===== config.mk =====
export PLATFORM = sky130hd
export DESIGN_NAME = seg_display_scanner
export DESIGN_NICKNAME = d
export VERILOG_FILES = /design/src/rtl/disp_pkg.sv /design/src/rtl/seg_display_scanner_refresh_prescaler.sv /design/src/rtl/seg_display_scanner.sv
export SDC_FILE = /design/constraint.sdc
export NUM_CORES = 1
export LEC_CHECK = 0
export ABC_CLOCK_PERIOD_IN_PS = 5970
export BUFFER_PORTS_ARGS = -buffer_cell sky130_fd_sc_hd__buf_2
export CORE_MARGIN = 4
export CORE_UTILIZATION = 45
export DETAILED_ROUTE_END_ITERATION = 6
export GPL_TIMING_DRIVEN = 0
export PLACE_DENSITY = 0.66
export SKIP_CTS_REPAIR_TIMING = 1
export SLEW_MARGIN = 20
export SYNTH_ARGS = -nofsm -noshare
export SYNTH_HDL_FRONTEND = slang
export SYNTH_HIERARCHICAL = 1
export SYNTH_SLANG_ARGS = --single-unit

===== constraint.sdc =====
create_clock -name clk -period 5.97 [get_ports clk]
set_clock_uncertainty 0.2 [all_clocks]
set_input_delay 0 -clock clk [delete_from_list [all_inputs] [get_ports clk]]
set_output_delay 0 -clock clk [all_outputs]
set_load 0.02 [all_outputs]

===== src/rtl/disp_pkg.sv =====
// Shared types and constants for the 4-digit 7-segment scan driver.
package disp_pkg;

  localparam int unsigned NUM_DIGITS = 4;
  localparam int unsigned NIB_W      = 4;
  localparam int unsigned VALUE_W    = NUM_DIGITS * NIB_W;

  typedef logic [1:0] digit_idx_t;

  localparam logic [NUM_DIGITS-1:0] AN_OFF = 4'b1111;
  localparam logic                  DP_OFF = 1'b1;

endpackage


===== src/rtl/seg_display_scanner_refresh_prescaler.sv =====
// Dwell counter for the display scan: wraps every DWELL cycles and flags the
// anti-ghosting guard window at the start of each dwell.
module refresh_prescaler #(
  parameter int unsigned DWELL = 65536,
  parameter int unsigned GUARD = 256
) (
  input  logic clk,
  input  logic reset,
  output logic at_zero_c,
  output logic wrap_c,
  output logic in_guard_c
);

  localparam int unsigned CW = (DWELL > 1) ? $clog2(DWELL) : 1;

  logic [CW-1:0] cnt;

  always_ff @(posedge clk) begin
    if (reset) begin
      cnt <= '0;
    end else if (wrap_c) begin
      cnt <= '0;
    end else begin
      cnt <= cnt + CW'(1);
    end
  end

  always_comb begin
    at_zero_c  = (cnt == '0);
    wrap_c     = (cnt == CW'(DWELL - 1));
    in_guard_c = (cnt < CW'(GUARD));
  end

endmodule


===== src/rtl/seg_display_scanner.sv =====
// Time-multiplexed scan driver for a 4-digit common-anode 7-segment display.
// Latches the display data once per frame and emits registered digit signals.
module seg_display_scanner
  import disp_pkg::*;
#(
  parameter int unsigned DWELL = 65536,
  parameter int unsigned GUARD = 256
) (
  input  logic                  clk,
  input  logic                  reset,
  input  logic [VALUE_W-1:0]    value,
  input  logic [NUM_DIGITS-1:0] dig_en,
  input  logic [NUM_DIGITS-1:0] dp_in,
  input  logic                  lz_blank,
  output logic [NIB_W-1:0]      nibble,
  output logic [NUM_DIGITS-1:0] an,
  output logic                  dp,
  output logic [1:0]            digit_sel,
  output logic                  frame_done
);

  logic at_zero_c;
  logic wrap_c;
  logic in_guard_c;

  refresh_prescaler #(
    .DWELL (DWELL),
    .GUARD (GUARD)
  ) u_prescaler (
    .clk        (clk),
    .reset      (reset),
    .at_zero_c  (at_zero_c),
    .wrap_c     (wrap_c),
    .in_guard_c (in_guard_c)
  );

  digit_idx_t            d;
  logic [VALUE_W-1:0]    sh_value;
  logic [NUM_DIGITS-1:0] sh_en;
  logic [NUM_DIGITS-1:0] sh_dp;
  logic                  sh_lz;

  logic [NIB_W-1:0]      nib_c;
  logic [NUM_DIGITS-1:0] lz_ok_c;
  logic                  lit_c;
  logic [NUM_DIGITS-1:0] an_c;
  logic                  dp_c;
  logic                  load_c;
  logic                  frame_end_c;

  // Digit select, LZ mask and anode decode from the current scan state.
  always_comb begin
    nib_c       = '0;
    lz_ok_c     = '1;
    lit_c       = 1'b0;
    an_c        = AN_OFF;
    dp_c        = DP_OFF;
    load_c      = at_zero_c && (d == 2'd0);
    frame_end_c = wrap_c && (d == 2'd3);

    case (d)
      2'd0:    nib_c = sh_value[3:0];
      2'd1:    nib_c = sh_value[7:4];
      2'd2:    nib_c = sh_value[11:8];
      default: nib_c = sh_value[15:12];
    endcase

    // A digit survives blanking if it or any more significant nibble is nonzero.
    if (sh_lz) begin
      lz_ok_c[0] = 1'b1;
      lz_ok_c[1] = |sh_value[15:4];
      lz_ok_c[2] = |sh_value[15:8];
      lz_ok_c[3] = |sh_value[15:12];
    end

    lit_c = !in_guard_c && sh_en[d] && lz_ok_c[d];
    if (lit_c) begin
      an_c = ~(NUM_DIGITS'(1) << d);
      dp_c = ~sh_dp[d];
    end
  end

  // Scan index, frame shadow and output registers share one edge; the stale
  // shadow seen on the load edge falls inside the guard window.
  always_ff @(posedge clk) begin
    if (reset) begin
      d          <= '0;
      sh_value   <= '0;
      sh_en      <= '0;
      sh_dp      <= '0;
      sh_lz      <= 1'b0;
      nibble     <= '0;
      an         <= AN_OFF;
      dp         <= DP_OFF;
      digit_sel  <= '0;
      frame_done <= 1'b0;
    end else begin
      if (wrap_c) begin
        d <= d + 2'd1;
      end
      if (load_c) begin
        sh_value <= value;
        sh_en    <= dig_en;
        sh_dp    <= dp_in;
        sh_lz    <= lz_blank;
      end
      nibble     <= nib_c;
      an         <= an_c;
      dp         <= dp_c;
      digit_sel  <= d;
      frame_done <= frame_end_c;
    end
  end

endmodule


Word level (Yosys, flattened, before mapping)
Cells that the tools add are included.
{ "classes": {"bitwise": 3, "reduce_logical": 12, "n_addsub": 2, "shifts": 1, "n_mux": 8, "eq_ne": 4, "order_cmp": 2} }
{ "ops": {"columns": ["operator", "n"], "rows": [
  ["$add 16x1->16 const B", 1],
  ["$eq 16x16->1 const B", 1],
  ["$logic_not 16->1", 1],
  ["$lt 16x9->1 const B", 1],
  ["$pmux 4 s3", 1],
  ["$reduce_or 12->1", 1],
  ["$reduce_or 8->1", 1],
  ["$bmux 1 s2", 3],
  ["$eq 2x2->1 const B", 2],
  ["$logic_and 1x1->1", 4],
  ["$mux 4", 1],
  ["$not 4->4", 1],
  ["$reduce_or 2->1", 2],
  ["$reduce_or 4->1", 1],
  ["$shl 1x2->4 const A", 1],
  ["$lt 2x3->1 const B", 1],
  ["$mux 1", 3],
  ["$add 2x1->2 const B", 1],
  ["$eq 2x1->1 const B", 1],
  ["$logic_not 2->1", 1],
  ["$not 1->1", 2],
  ["$logic_not 1->1", 1]
]} }
{ "totals": {"elab_cells": 43, "register_bits": 55, "output_inout_bits": 12} }

Logic depth before layout (Yosys ltp)
Gate-level depths: netlist (run 1).
{ "logic_depth": {"depth_word": 7, "mapped_depth": 9, "ltp_nobuf": 7} }

Hierarchy
The synthesis (run 1) kept the hierarchy.
{ "by_module_without_submodules": {"columns": ["module", "area_each_um2", "seq_area_each_um2", "cells_each", "instances"], "rows": [
  ["seg_display_scanner", 1525.2, 780.7, 175, 1],
  ["refresh_prescaler", 769.5, 320.3, 86, 1]
]} }

Least setup slack after synthesis (run 1)
OpenSTA, ideal clock, no wires.
{ "synth_timing": {"kind": "flip-flop to flip-flop", "start": "register u_prescaler.cnt[13]", "end": "register sh_value[13]", "setup_slack_ns": 4.004, "t_arrival_ns": 1.695, "stages_incl_launch_ff": 9, "n_path_buf": 2, "required_time_ns": 5.699, "setup_time_ns": 0.071, "cell_sequence": "dfxtp_1 -> or4_1 -> nor2_1 -> and3_1 -> and2_1 -> buf_2 -> buf_4 -> nand2_1 -> a21oi_1"} }
{ "synth_between": {"elab_chain_cells": 2} }
{ "synth_lines": {"columns": ["element", "line_no", "rtl"], "rows": [
  ["from (decl)", "seg_display_scanner_refresh_prescaler.sv:16", "logic [CW-1:0] cnt;"],
  ["from (signal assigned)", "seg_display_scanner_refresh_prescaler.sv:24", "cnt <= cnt + CW'(1);"],
  ["$logic_not 16->1", "seg_display_scanner_refresh_prescaler.sv:29", "at_zero_c = (cnt == '0);"],
  ["net at_zero_c", "seg_display_scanner.sv:22", "logic at_zero_c;"],
  ["$logic_and 1x1->1", "seg_display_scanner.sv:58", "load_c = at_zero_c && (d == 2'd0);"],
  ["to (signal assigned)", "seg_display_scanner.sv:102", "sh_value <= value;"],
  ["to (decl)", "seg_display_scanner.sv:38", "logic [VALUE_W-1:0] sh_value;"]
]} }
The timed path passes the listed nets, and every way through them passes these cells.
A chain may end at the register's enable or synchronous reset.

Final worst setup path (run 1)
{ "layout_timing": {"start": "register u_prescaler.cnt[13]", "end": "register sh_dp[2]"} }
{ "layout_between": {"elab_chain_cells": 2} }
{ "layout_lines": {"columns": ["element", "line_no", "rtl"], "rows": [
  ["$logic_not 16->1", "seg_display_scanner_refresh_prescaler.sv:29", null],
  ["net at_zero_c", "seg_display_scanner.sv:22", null],
  ["$logic_and 1x1->1", "seg_display_scanner.sv:58", null],
  ["to (signal assigned)", "seg_display_scanner.sv:104", "sh_dp <= dp_in;"],
  ["to (decl)", "seg_display_scanner.sv:40", "logic [NUM_DIGITS-1:0] sh_dp;"]
]} }
The timed path passes the listed nets, and every way through them passes these cells.

==> impl_metrics.env, run 1 <==
export IMPL_cts_clk_slew_worst_paths_ns=0.10
export IMPL_setup_viol_count_final=0
export IMPL_startpoint="u_prescaler/cnt[13]$_SDFF_PP0_"
export IMPL_fin_worst_hold_slack_ns=0.263
export IMPL_outcome="completed"
export IMPL_setup_slack_reg_to_reg_ns=3.32
export IMPL_grt_overflow=0
export IMPL_finalHoldViolCount=0
export IMPL_static_leakage_power_uw=0.00118
export IMPL_final_instance_count_excl_fill=402
export IMPL_final_min_clock_period_ns=2.65
export IMPL_gr_usage_all_layers=0.163
export IMPL_avgRoutedWirePerCell_um=12.8
export IMPL_max_freq_ghz=0.377
export IMPL_clk_insertion_delay_late_ns=0.30
export IMPL_die_height_um=79.4
export IMPL_grt_start_max_net_pins=18
export IMPL_dpl_cell_count=366
export IMPL_cts_sinks=55
export IMPL_die_area_mm2=0.00631
export IMPL_grt_setup_unrepaired="false"
export IMPL_number_of_enable_type_register_cells_in_the_synthesized_netlist=0
export IMPL_synth_nets=295
export IMPL_portBuffers=38
export IMPL_synth_seq_cells=55
export IMPL_pin_count=39
export IMPL_grt_pass1_vias=1769
export IMPL_total_wire_length_um=5140
export IMPL_setup_tns_final_ns=0
export IMPL_drt_first_iter_violations=147
export IMPL_netlist_instances=261
export IMPL_num_nets_final=367
export IMPL_max_cap_violations=0
export IMPL_final_period_utilization=0.444
export IMPL_vdd_ir_drop_max_uv=145
export IMPL_clock_tree_from_tritoncts="done"
export IMPL_grt_first_pass_wirelength_um=8180
export IMPL_drt_vias_per_instance=4.95
export IMPL_fraction_of_layout_instances_using_a_drive_strength_above_1=0.189
export IMPL_final_core_util=0.610
export IMPL_average_size_of_a_mapped_cell_um2=8.79
export IMPL_timing_setup_critical_path_class="flop to flop"
export IMPL_netlist_cell_type_count=37
export IMPL_synthesis_area_mm2=0.00229
export IMPL_synth_async_reset_ratio=0
export IMPL_cts_made_buffers=5
export IMPL_total_power_uw=708
export IMPL_critPathMaxFanout=7
export IMPL_timing_critical_path_arrival_ns=2.70
export IMPL_core_rowCount=25
export IMPL_synth_cells_most_frequent="nand2_1 (59), dfxtp_1 (55), nor2_1 (28)"
export IMPL_via_count=1988
export IMPL_gp_routability_congestion=0.808
export IMPL_synth_top_cell_area_share=0.480
export IMPL_report_final_slew_viol_count=0
export IMPL_most_numerous_cell_in_the_yosys_netlist="nand2_1"
export IMPL_synth_yosys_seq_area_share=0.480
export IMPL_half_perimeter_wire_length_of_the_detailed_placement_result_um=3570
export IMPL_cp_end_kind="flop"
export IMPL_dr_pass1_iterations=5
export IMPL_area_growth_pct=28.1
export IMPL_ys_top_cells_by_area="dfxtp_1 (48%), nand2_1 (9.7%), a21oi_1 (5.9%)"
export IMPL_detail_route_antenna_nets=0
export IMPL_r2r_end="sh_dp[2]$_SDFFE_PP0P_"
export IMPL_clockBufferDepth=2
export IMPL_number_of_antenna_violations_at_the_first_check_in_global_routing=0
export IMPL_worst_setup_path_endpoint="sh_dp[2]$_SDFFE_PP0P_"
export IMPL_synth_top_area_cell="dfxtp_1"
export IMPL_cellPowerDensity_mw_per_mm2=241
export IMPL_synth_ff_type="dfxtp_1"
export IMPL_initial_core_util=0.476
export IMPL_worstPathRequired_ns=6.02
export IMPL_classification_of_the_worst_slack_hold_path="flop to flop"
export IMPL_start_kind="flop"
export IMPL_ys_warnings_count=6
export IMPL_tightestPinTransition_ns=0.417
export IMPL_regToRegStartpoint="u_prescaler/cnt[13]$_SDFF_PP0_"
export IMPL_ctsHtreeMaxLevel=2
export IMPL_clk_root_buffer_cell="clkbuf_8"
export IMPL_r2r_cells=8
export IMPL_core_region_area_mm2=0.00482
export IMPL_die_w_um=79.4
export IMPL_drc_errors_left=0
export IMPL_maxSlewHeadroom=0.722
export IMPL_fillerInstances=449
-- kinds of logic (layout without fill, tap and decap cells) --
group / after synthesis / count (layout) / synth area share
xor gates and xnor gates: 14 / 14 / 0.0534
and+or+nand+nor: 116 / 116 / 0.238
adders and majority gates: 7 / 7 / 0.0382
muxes: 4 / 4 / 0.0273
AOI/OAI and AO/OA: 44 / 44 / 0.120
other: 0 / 1 / 0
DFF: 55 / 55 / 0.480
buffers and inverters: 21 / 94 / 0.0436
-- cells in the final DEF, fill, tap and decap left out, drive strengths merged, types with 2 or more instances in the layout --
| master | netlist | final |
|---|---|---|
| a21oi | 27 | 27 |
| a222oi | 4 | 4 |
| and2 | 2 | 2 |
| and3 | 2 | 2 |
| buf | 6 | 44 |
| clkbuf | 6 | 12 |
| dfxtp | 55 | 55 |
| dlygate4sd3 | 0 | 27 |
| ha | 7 | 7 |
| inv | 9 | 9 |
| mux2 | 2 | 2 |
| nand2 | 59 | 59 |
| nand3 | 5 | 5 |
| nand4 | 3 | 3 |
| nor2 | 28 | 28 |
| nor3 | 6 | 6 |
| nor4 | 6 | 6 |
| o211ai | 6 | 6 |
| o21a | 4 | 4 |
| or4 | 2 | 2 |
| xnor2 | 13 | 13 |
-- worst min-delay path by stage --
stage | startpoint | to | slack [ns] | cells past startpoint
after floorplan | reset | u_prescaler/cnt[6]$_SDFF_PP0_ | -0.13 | 1
final | sh_dp[0]$_SDFFE_PP0P_ | sh_dp[0]$_SDFFE_PP0P_ | 0.26 | 2
after CTS | dig_en[3] | sh_en[3]$_SDFFE_PP0P_ | -0.29 | 3
after detailed placement | dig_en[3] | sh_en[3]$_SDFFE_PP0P_ | 0.05 | 3
after global placement | dig_en[0] | sh_en[0]$_SDFFE_PP0P_ | 0.04 | 3
after global routing | dig_en[0] | sh_en[0]$_SDFFE_PP0P_ | 0.26 | 4
-- sequential cells by signal, indices dropped and copies added (netlist names) --
name and cells:
sh_value 16, u_prescaler/cnt 16, sh_en 4, digit_sel 2, dp 1, sh_dp 4, d 2, an 4
frame_done 1, nibble 4, sh_lz 1
-- per-stage QoR --
| stage | instance area (um2) | setup slack, ns |
|---|---|---|
| after detailed placement | 2570 | 3.71 |
| after CTS | 2670 | 3.66 |
| final | 2940 | 3.32 |
| after floorplan | 2290 | 4.00 |
| after global routing | 2940 | 3.24 |
| after global placement | 2570 | 3.73 |
-- critical path, cell delays in order (launching register included) --
cell and delay [ns]:
dfxtp_1 0.35, or4_1 0.53, nor2_1 0.22, and3_1 0.23
and2_1 0.13, buf_2 0.19, nand2_1 0.07, a21oi_1 0.12
dlygate4sd3_1 0.55
-- routing by layer --
metal | share of wire | GRT usage
met1 | 0.47 | 0.232
met2 | 0.47 | 0.251
met3 | 0.048 | 0.0282
met4 | 0.013 | 0.0515
met5 | 0 | 0
-- final cells by class --
class | instances | area, um2 | share of cell area
Timing Repair Buffer | 65 | 460 | 0.157
Clock inverter | 2 | 16.3 | 0.00553
Inverter | 9 | 33.8 | 0.0115
Multi-Input combinational cell | 185 | 1090 | 0.372
Tap cell | 67 | 83.8 | 0.0285
Sequential cell | 55 | 1100 | 0.374
Clock buffer | 6 | 82.6 | 0.0281
Buffer | 12 | 66.3 | 0.0226
Antenna cell | 1 | 2.50 | 0.000851
-- report_power, final --
| part | switching [uW] | internal, uW | total [uW] | leakage [uW] |
|---|---|---|---|---|
| Combinational | 47.8 | 46.1 | 93.9 | 0.000681 |
| Clock | 119 | 94.9 | 214 | 0.0000474 |
| Sequential | 13.9 | 386 | 400 | 0.000449 |
(Power assumes the default switching activity.)
==> run 2: changes to the inputs <==
--- a/config.mk
+++ b/config.mk
@@ -5,13 +5,13 @@
 export SDC_FILE = /design/constraint.sdc
 export NUM_CORES = 1
 export LEC_CHECK = 0
-export ABC_CLOCK_PERIOD_IN_PS = 5970
+export ABC_CLOCK_PERIOD_IN_PS = 2200
 export BUFFER_PORTS_ARGS = -buffer_cell sky130_fd_sc_hd__buf_2
 export CORE_MARGIN = 4
 export CORE_UTILIZATION = 45
 export DETAILED_ROUTE_END_ITERATION = 6
 export GPL_TIMING_DRIVEN = 0
-export PLACE_DENSITY = 0.66
+export PLACE_DENSITY = 0.69
 export SKIP_CTS_REPAIR_TIMING = 1
 export SLEW_MARGIN = 20
 export SYNTH_ARGS = -nofsm -noshare
==> constraint.sdc (replaced) <==
create_clock -name clk -period 2.2 [get_ports clk]
set_clock_uncertainty 0.2 [all_clocks]
set_input_delay 0 -clock clk [delete_from_list [all_inputs] [get_ports clk]]
set_output_delay 0 -clock clk [all_outputs]
set_load 0.02 [all_outputs]
==> run 2 against run 1 <==
  * Cell area is 1.1% higher
  * First-iteration DRC count is 11% lower
  * Sequential power grew to 2.7 times the previous value
  * Sequential share of layout area is 0.22 points lower
  * Combinational power grew to 2.8 times the previous value
  * Maximum frequency is 25% higher
  * Hold slack worse by 0.0071 ns
  * Total power grew to 2.8 times the previous value
  * Flip-flop and latch count stayed put
  * Worst setup slack worse by 3.2 ns
  * Non-clock buffer count is 1 lower
  * Global-route usage is 0.77 points lower
  * Critical path type unchanged
  * Largest cell class is now multi-input gates
  * Highest routed layer unchanged
==> impl_metrics.env, run 2 (synthesized netlist as in run 1, its figures left out) <==
export IMPL_tightestPinTransition_ns=0.459
export IMPL_cts_clk_slew_worst_paths_ns=0.10
export IMPL_core_rowCount=25
export IMPL_preCtsSetupSlack_ns=-0.0895
export IMPL_total_power_uw=2010
export IMPL_grt_first_pass_wirelength_um=7780
export IMPL_avgRoutedWirePerCell_um=12.5
export IMPL_final_core_util=0.617
export IMPL_ctsHtreeMaxLevel=2
export IMPL_pin_count=39
export IMPL_fillerInstances=433
export IMPL_initial_core_util=0.476
export IMPL_most_common_layout_cells="nand2_1 (59), dfxtp_1 (50), buf_2 (41)"
export IMPL_worst_path_buffer_plus_inverter_count=2
export IMPL_die_area_mm2=0.00631
export IMPL_vdd_ir_drop_max_uv=409
export IMPL_worstPathRequired_ns=2.24
export IMPL_clk_root_buffer_cell="clkbuf_8"
export IMPL_timing_critical_path_arrival_ns=2.16
export IMPL_post_route_worst_setup_slack_ns=0.0722
export IMPL_gp_routability_congestion=0.789
export IMPL_num_nets_final=366
export IMPL_grt_pass1_vias=1650
export IMPL_total_wire_length_um=4990
export IMPL_portBuffers=38
export IMPL_report_final_slew_viol_count=0
export IMPL_layout_commonest_cell="nand2_1"
export IMPL_cellPowerDensity_mw_per_mm2=677
export IMPL_half_perimeter_wire_length_of_the_detailed_placement_result_um=3440
export IMPL_drt_vias_per_instance=4.89
export IMPL_final_min_clock_period_ns=2.13
export IMPL_maxSlewHeadroom=0.693
export IMPL_dr_pass1_iterations=4
export IMPL_clk_insertion_delay_late_ns=0.30
export IMPL_cts_sinks=55
export IMPL_drc_errors_left=0
export IMPL_via_count=1954
export IMPL_r2r_cells=8
export IMPL_antennaDiodeCount=0
export IMPL_clockBufferDepth=2
export IMPL_drt_first_iter_violations=131
export IMPL_core_region_area_mm2=0.00482
export IMPL_critical_path_slowest_cell="or4_4"
export IMPL_r2r_end="sh_value[10]$_SDFFE_PP0P_"
export IMPL_startpoint="u_prescaler/cnt[13]$_SDFF_PP0_"
export IMPL_biggestRegsByFlops="sh_value: 16 flops, u_prescaler/cnt: 16 flops"
export IMPL_regToRegStartpoint="u_prescaler/cnt[13]$_SDFF_PP0_"
export IMPL_die_height_um=79.4
export IMPL_max_cap_violations=0
export IMPL_clock_tree_from_tritoncts="done"
export IMPL_crit_chain="or4_4 > nor2_4 > and3_1 > and2_1 > buf_4 > buf_6 > nand2_1 > a21oi_1"
export IMPL_timing_setup_critical_path_class="flop to flop"
export IMPL_area_post_placement_mm2=0.00257
export IMPL_layout_cell_area_non_filler_mm2=0.00297
export IMPL_finalHoldViolCount=0
export IMPL_hold_ep="sh_en[0]$_SDFFE_PP0P_"
export IMPL_gr_usage_all_layers=0.155
export IMPL_classification_of_the_worst_slack_hold_path="flop to flop"
export IMPL_die_w_um=79.4
export IMPL_critPathMaxFanout=10
export IMPL_fin_worst_hold_slack_ns=0.256
export IMPL_final_period_utilization=0.967
export IMPL_hold_depth=2
export IMPL_hold_start="sh_en[0]$_SDFFE_PP0P_"
export IMPL_grt_start_max_net_pins=18
export IMPL_cp_top_delay_family="simple AND/OR/NAND/NOR gates"
export IMPL_start_kind="flop"
export IMPL_static_leakage_power_uw=0.00119
export IMPL_area_growth_pct=29.6
export IMPL_setup_slack_reg_to_reg_ns=0.07
export IMPL_max_freq_ghz=0.470
export IMPL_outcome="completed"
export IMPL_number_of_antenna_violations_at_the_first_check_in_global_routing=0
export IMPL_detail_route_antenna_nets=0
export IMPL_setup_viol_count_final=0
export IMPL_fraction_of_layout_instances_using_a_drive_strength_above_1=0.216
export IMPL_grt_overflow=0
export IMPL_cp_slowest_stage_delay_ns=0.54
export IMPL_cts_made_buffers=5
export IMPL_cp_end_kind="flop"
-- run 2: routing by layer --
layer,GRT usage,vias up,routed length [um]
met2,0.222,51,2280
met3,0.0282,7,279
met4,0.0619,0,66
li1,-,1020,-
met5,0,-,0
met1,0.229,876,2360
-- run 2: area by class of cell --
| class | instances | area (um2) | share of cell area |
|---|---|---|---|
| Tap cell | 67 | 83.8 | 0.0282 |
| Sequential cell | 55 | 1110 | 0.372 |
| Clock inverter | 2 | 38.8 | 0.0130 |
| Multi-Input combinational cell | 185 | 1110 | 0.373 |
| Buffer | 12 | 78.8 | 0.0265 |
| Timing Repair Buffer | 64 | 450 | 0.151 |
| Clock buffer | 6 | 72.6 | 0.0244 |
| Inverter | 9 | 33.8 | 0.0114 |
-- run 2: report_power, final --
part | internal (uW) | total, uW | leakage [uW] | switching [uW]
logic | 130 | 259 | 0.000684 | 130
registers | 1050 | 1080 | 0.000451 | 36.0
clock network | 344 | 671 | 0.0000558 | 327
total | 1520 | 2010 | 0.00119 | 493
-- run 2: tightest hold or removal path: stages (launching register included) --
cell and delay [ns]:
dfxtp_1 0.31, nand2_1 0.05, a21oi_1 0.05
-- run 2: per-stage QoR --
step | cells | setup TNS, ns
floorplan | 261 | 0
global placement | 366 | -0.731
detailed placement | 366 | -1.28
CTS | 374 | -1.32
global route | 400 | -0.0421
finish | 400 | 0
-- run 2: how the worst max path moves through the flow --
stage	endpoint	slack, ns	cells past startpoint
final	sh_value[10]$_SDFFE_PP0P_	0.07	8
after CTS	sh_value[6]$_SDFFE_PP0P_	-0.09	7
after detailed placement	sh_value[6]$_SDFFE_PP0P_	-0.09	7
after floorplan	sh_value[13]$_SDFFE_PP0P_	0.23	8
after global placement	sh_value[6]$_SDFFE_PP0P_	-0.05	7
after global routing	sh_value[10]$_SDFFE_PP0P_	-0.03	7
==> run 3: changes to the inputs <==
--- a/config.mk
+++ b/config.mk
@@ -5,13 +5,14 @@
 export SDC_FILE = /design/constraint.sdc
 export NUM_CORES = 1
 export LEC_CHECK = 0
+export ABC_AREA = 1
 export ABC_CLOCK_PERIOD_IN_PS = 2200
 export BUFFER_PORTS_ARGS = -buffer_cell sky130_fd_sc_hd__buf_2
 export CORE_MARGIN = 4
 export CORE_UTILIZATION = 45
 export DETAILED_ROUTE_END_ITERATION = 6
 export GPL_TIMING_DRIVEN = 0
-export PLACE_DENSITY = 0.69
+export PLACE_DENSITY = 0.68
 export SKIP_CTS_REPAIR_TIMING = 1
 export SLEW_MARGIN = 20
 export SYNTH_ARGS = -nofsm -noshare
==> run 3 against run 2 <==
  * Die area grew 4.8%
  * Area after synthesis rose by 5.3%
  * Non-clock buffer count is 4 lower
  * Count of clock-buffer cells in the layout is the same
  * Combinational power up 17%
  * Final cell count increased by 17%
  * Critical path depth is the same
  * Core utilization down 2.3 points
  * Wire length is 2.6% higher
  * Hold slack improved by 0.0098 ns
  * Sequential power hardly changed
  * Highest routed layer unchanged
==> impl_metrics.env, run 3 <==
export IMPL_outcome="completed"
export IMPL_clkPwrFrac=0.325
export IMPL_synth_async_reset_ratio=0
export IMPL_synth_cells_most_frequent="nor2_1 (93), dfxtp_1 (55), nand2_1 (54)"
export IMPL_final_core_util=0.594
export IMPL_timing_critical_path_arrival_ns=2.04
export IMPL_cts_sinks=55
export IMPL_switching_power_uw=508
export IMPL_max_cap_violations=0
export IMPL_die_height_um=81.3
export IMPL_area_post_placement_mm2=0.00270
export IMPL_layout_commonest_cell="nor2_1"
export IMPL_grt_first_pass_wirelength_um=8020
export IMPL_timing_setup_critical_path_class="flop to flop"
export IMPL_layout_cell_area_non_filler_mm2=0.00307
export IMPL_power_combinational_fraction=0.145
export IMPL_setup_tns_final_ns=0
export IMPL_static_leakage_power_uw=0.00129
export IMPL_core_region_area_mm2=0.00517
export IMPL_synth_ff_type="dfxtp_1"
export IMPL_drt_first_iter_violations=161
export IMPL_total_power_uw=2090
export IMPL_start_kind="flop"
export IMPL_worstPathRequired_ns=2.21
export IMPL_most_numerous_cell_in_the_yosys_netlist="nor2_1"
export IMPL_power_sequential_fraction=0.530
export IMPL_r2r_cells=8
export IMPL_dr_pass1_iterations=4
export IMPL_cp_end_kind="flop"
export IMPL_most_common_layout_cells="nor2_1 (93), dfxtp_1 (55), nand2_1 (54)"
export IMPL_post_route_worst_setup_slack_ns=0.169
export IMPL_maxSlewHeadroom=0.729
export IMPL_classification_of_the_worst_slack_hold_path="input port to flop"
export IMPL_ys_warnings_count=6
export IMPL_avgRoutedWirePerCell_um=11.0
export IMPL_grt_setup_unrepaired="false"
export IMPL_core_rowCount=26
export IMPL_synth_yosys_seq_area_share=0.455
export IMPL_number_of_antenna_violations_at_the_first_check_in_global_routing=0
export IMPL_total_wire_length_um=5120
export IMPL_setup_viol_count_final=0
export IMPL_switching_share=0.243
export IMPL_cts_made_buffers=5
export IMPL_antennaDiodeCount=0
export IMPL_grt_start_max_net_pins=17
export IMPL_report_final_slew_viol_count=0
export IMPL_final_period_utilization=0.923
export IMPL_final_min_clock_period_ns=2.03
export IMPL_die_area_mm2=0.00661
export IMPL_tightestPinTransition_ns=0.406
export IMPL_grt_overflow=0
export IMPL_gp_routability_congestion=0.830
export IMPL_die_w_um=81.3
export IMPL_max_freq_ghz=0.492
export IMPL_finalHoldViolCount=0
export IMPL_portBuffers=38
export IMPL_half_perimeter_wire_length_of_the_detailed_placement_result_um=3700
export IMPL_clk_root_buffer_cell="clkbuf_8"
export IMPL_fraction_of_layout_instances_using_a_drive_strength_above_1=0.162
export IMPL_gr_usage_all_layers=0.156
export IMPL_sequential_cell_area_mm2=0.00110
export IMPL_synth_seq_cells=55
export IMPL_clock_tree_from_tritoncts="done"
export IMPL_vdd_ir_drop_max_uv=363
export IMPL_hold_start="value[12]"
export IMPL_fillerInstances=465
export IMPL_cellInternalPower_uw=1580
export IMPL_setup_slack_reg_to_reg_ns=0.17
export IMPL_ys_top_cells_by_area="dfxtp_1 (46%), nor2_1 (14%), nand2_1 (8.4%)"
export IMPL_ctsHtreeMaxLevel=2
export IMPL_via_count=2170
export IMPL_drt_vias_per_instance=4.66
export IMPL_detail_route_antenna_nets=0
export IMPL_average_size_of_a_mapped_cell_um2=7.46
export IMPL_synth_top_cell_area_share=0.455
export IMPL_synth_nets=358
export IMPL_biggestRegsByFlops="sh_value: 16 flops, u_prescaler/cnt: 16 flops"
export IMPL_hold_depth=4
export IMPL_r2r_end="sh_value[4]$_SDFFE_PP0P_"
export IMPL_regToRegStartpoint="u_prescaler/cnt[9]$_SDFF_PP0_"
export IMPL_multi_input_gate_area_in_the_final_layout_mm2=0.00113
export IMPL_cellPowerDensity_mw_per_mm2=680
export IMPL_netlist_cell_type_count=29
export IMPL_cts_clk_slew_worst_paths_ns=0.09
export IMPL_initial_core_util=0.467
export IMPL_area_growth_pct=27.1
export IMPL_preCtsSetupSlack_ns=0.175
export IMPL_critPathMaxFanout=10
export IMPL_clk_insertion_delay_late_ns=0.30
export IMPL_drc_errors_left=0
export IMPL_synthesis_area_mm2=0.00242
export IMPL_pin_count=39
export IMPL_num_nets_final=429
export IMPL_synth_top_area_cell="dfxtp_1"
export IMPL_netlist_instances=324
export IMPL_clockBufferDepth=2
export IMPL_number_of_enable_type_register_cells_in_the_synthesized_netlist=0
export IMPL_grt_pass1_vias=1690
export IMPL_hold_ep="sh_value[12]$_SDFFE_PP0P_"
==> run 3: cell count changes after synthesis, sizes merged, moves of 5 or more <==
cell | previous run | this run
nor2 | 28 | 96
o21ai | 1 | 34
a21oi | 27 | 8
inv | 9 | 24
xnor2 | 13 | 1
nand3 | 5 | 16
nor4 | 6 | 0
o211ai | 6 | 0
nor3 | 6 | 1
==> run 3: logic make-up (layout without fill, tap and decap cells) <==
logic type,Yosys count,in the layout,share of synthesized area
adder cells (fa/ha/maj),7,7,0.0362
XOR/XNOR,6,6,0.0217
AO/OA/AOI/OAI,49,49,0.111
AND/OR/NAND/NOR,175,175,0.300
buffers and inverters,32,104,0.0751
flip-flops,55,55,0.455
==> run 3: critical path, cell delays in order (launching register included) <==
cell,delay (ns)
dfxtp_1,0.36
nor2_1,0.12
nand3_1,0.08
or2_2,0.33
nor3_1,0.28
nand2_4,0.17
buf_6,0.18
o21ai_1,0.16
nor2_1,0.06
==> run 3: cell type report <==
class / instances / share of cell area
flip-flops and latches: 55 / 0.358
clock inverters: 2 / 0.0114
clock buffers: 6 / 0.0269
multi-input cells: 237 / 0.369
repair buffers: 64 / 0.147
plain buffers: 8 / 0.0281
inverters: 24 / 0.0309
well taps: 70 / 0.0285
==> run 3: how the worst max path moves through the flow <==
stage                                  startpoint  slack (ns)  cells after the start                  endpoint
floorplan           u_prescaler/cnt[9]$_SDFF_PP0_        0.42                      8     sh_dp[3]$_SDFFE_PP0P_
global placement    u_prescaler/cnt[9]$_SDFF_PP0_        0.19                      8  sh_value[4]$_SDFFE_PP0P_
detailed placement  u_prescaler/cnt[9]$_SDFF_PP0_        0.18                      8  sh_value[4]$_SDFFE_PP0P_
CTS                 u_prescaler/cnt[9]$_SDFF_PP0_        0.17                      8  sh_value[4]$_SDFFE_PP0P_
global route        u_prescaler/cnt[9]$_SDFF_PP0_        0.03                      8  sh_value[4]$_SDFFE_PP0P_
finish              u_prescaler/cnt[9]$_SDFF_PP0_        0.17                      8  sh_value[4]$_SDFFE_PP0P_
==> run 3: layer usage <==
layer,part of all wire,GRT usage,vias to the layer above
met5,0,0,-
met4,0.012,0.0405,0
met3,0.050,0.0377,9
met2,0.41,0.209,49
met1,0.53,0.243,938
li1,-,-,1174
==> run 3: power groups by stage <==
stage	combinational [uW]	sequential (uW)	clock (uW)
finish	302	1110	679
global route	347	1120	745
CTS	268	1110	706
detailed placement	268	1130	0
global placement	264	1130	0
floorplan	195	1120	0
==> run 3: stage by stage <==
step | cells | hold slack (ns)
final | 466 | 0.266
after global routing | 466 | 0.270
after floorplan | 324 | -0.128
after detailed placement | 432 | 0.0404
after global placement | 432 | 0.0303
after CTS | 440 | -0.290
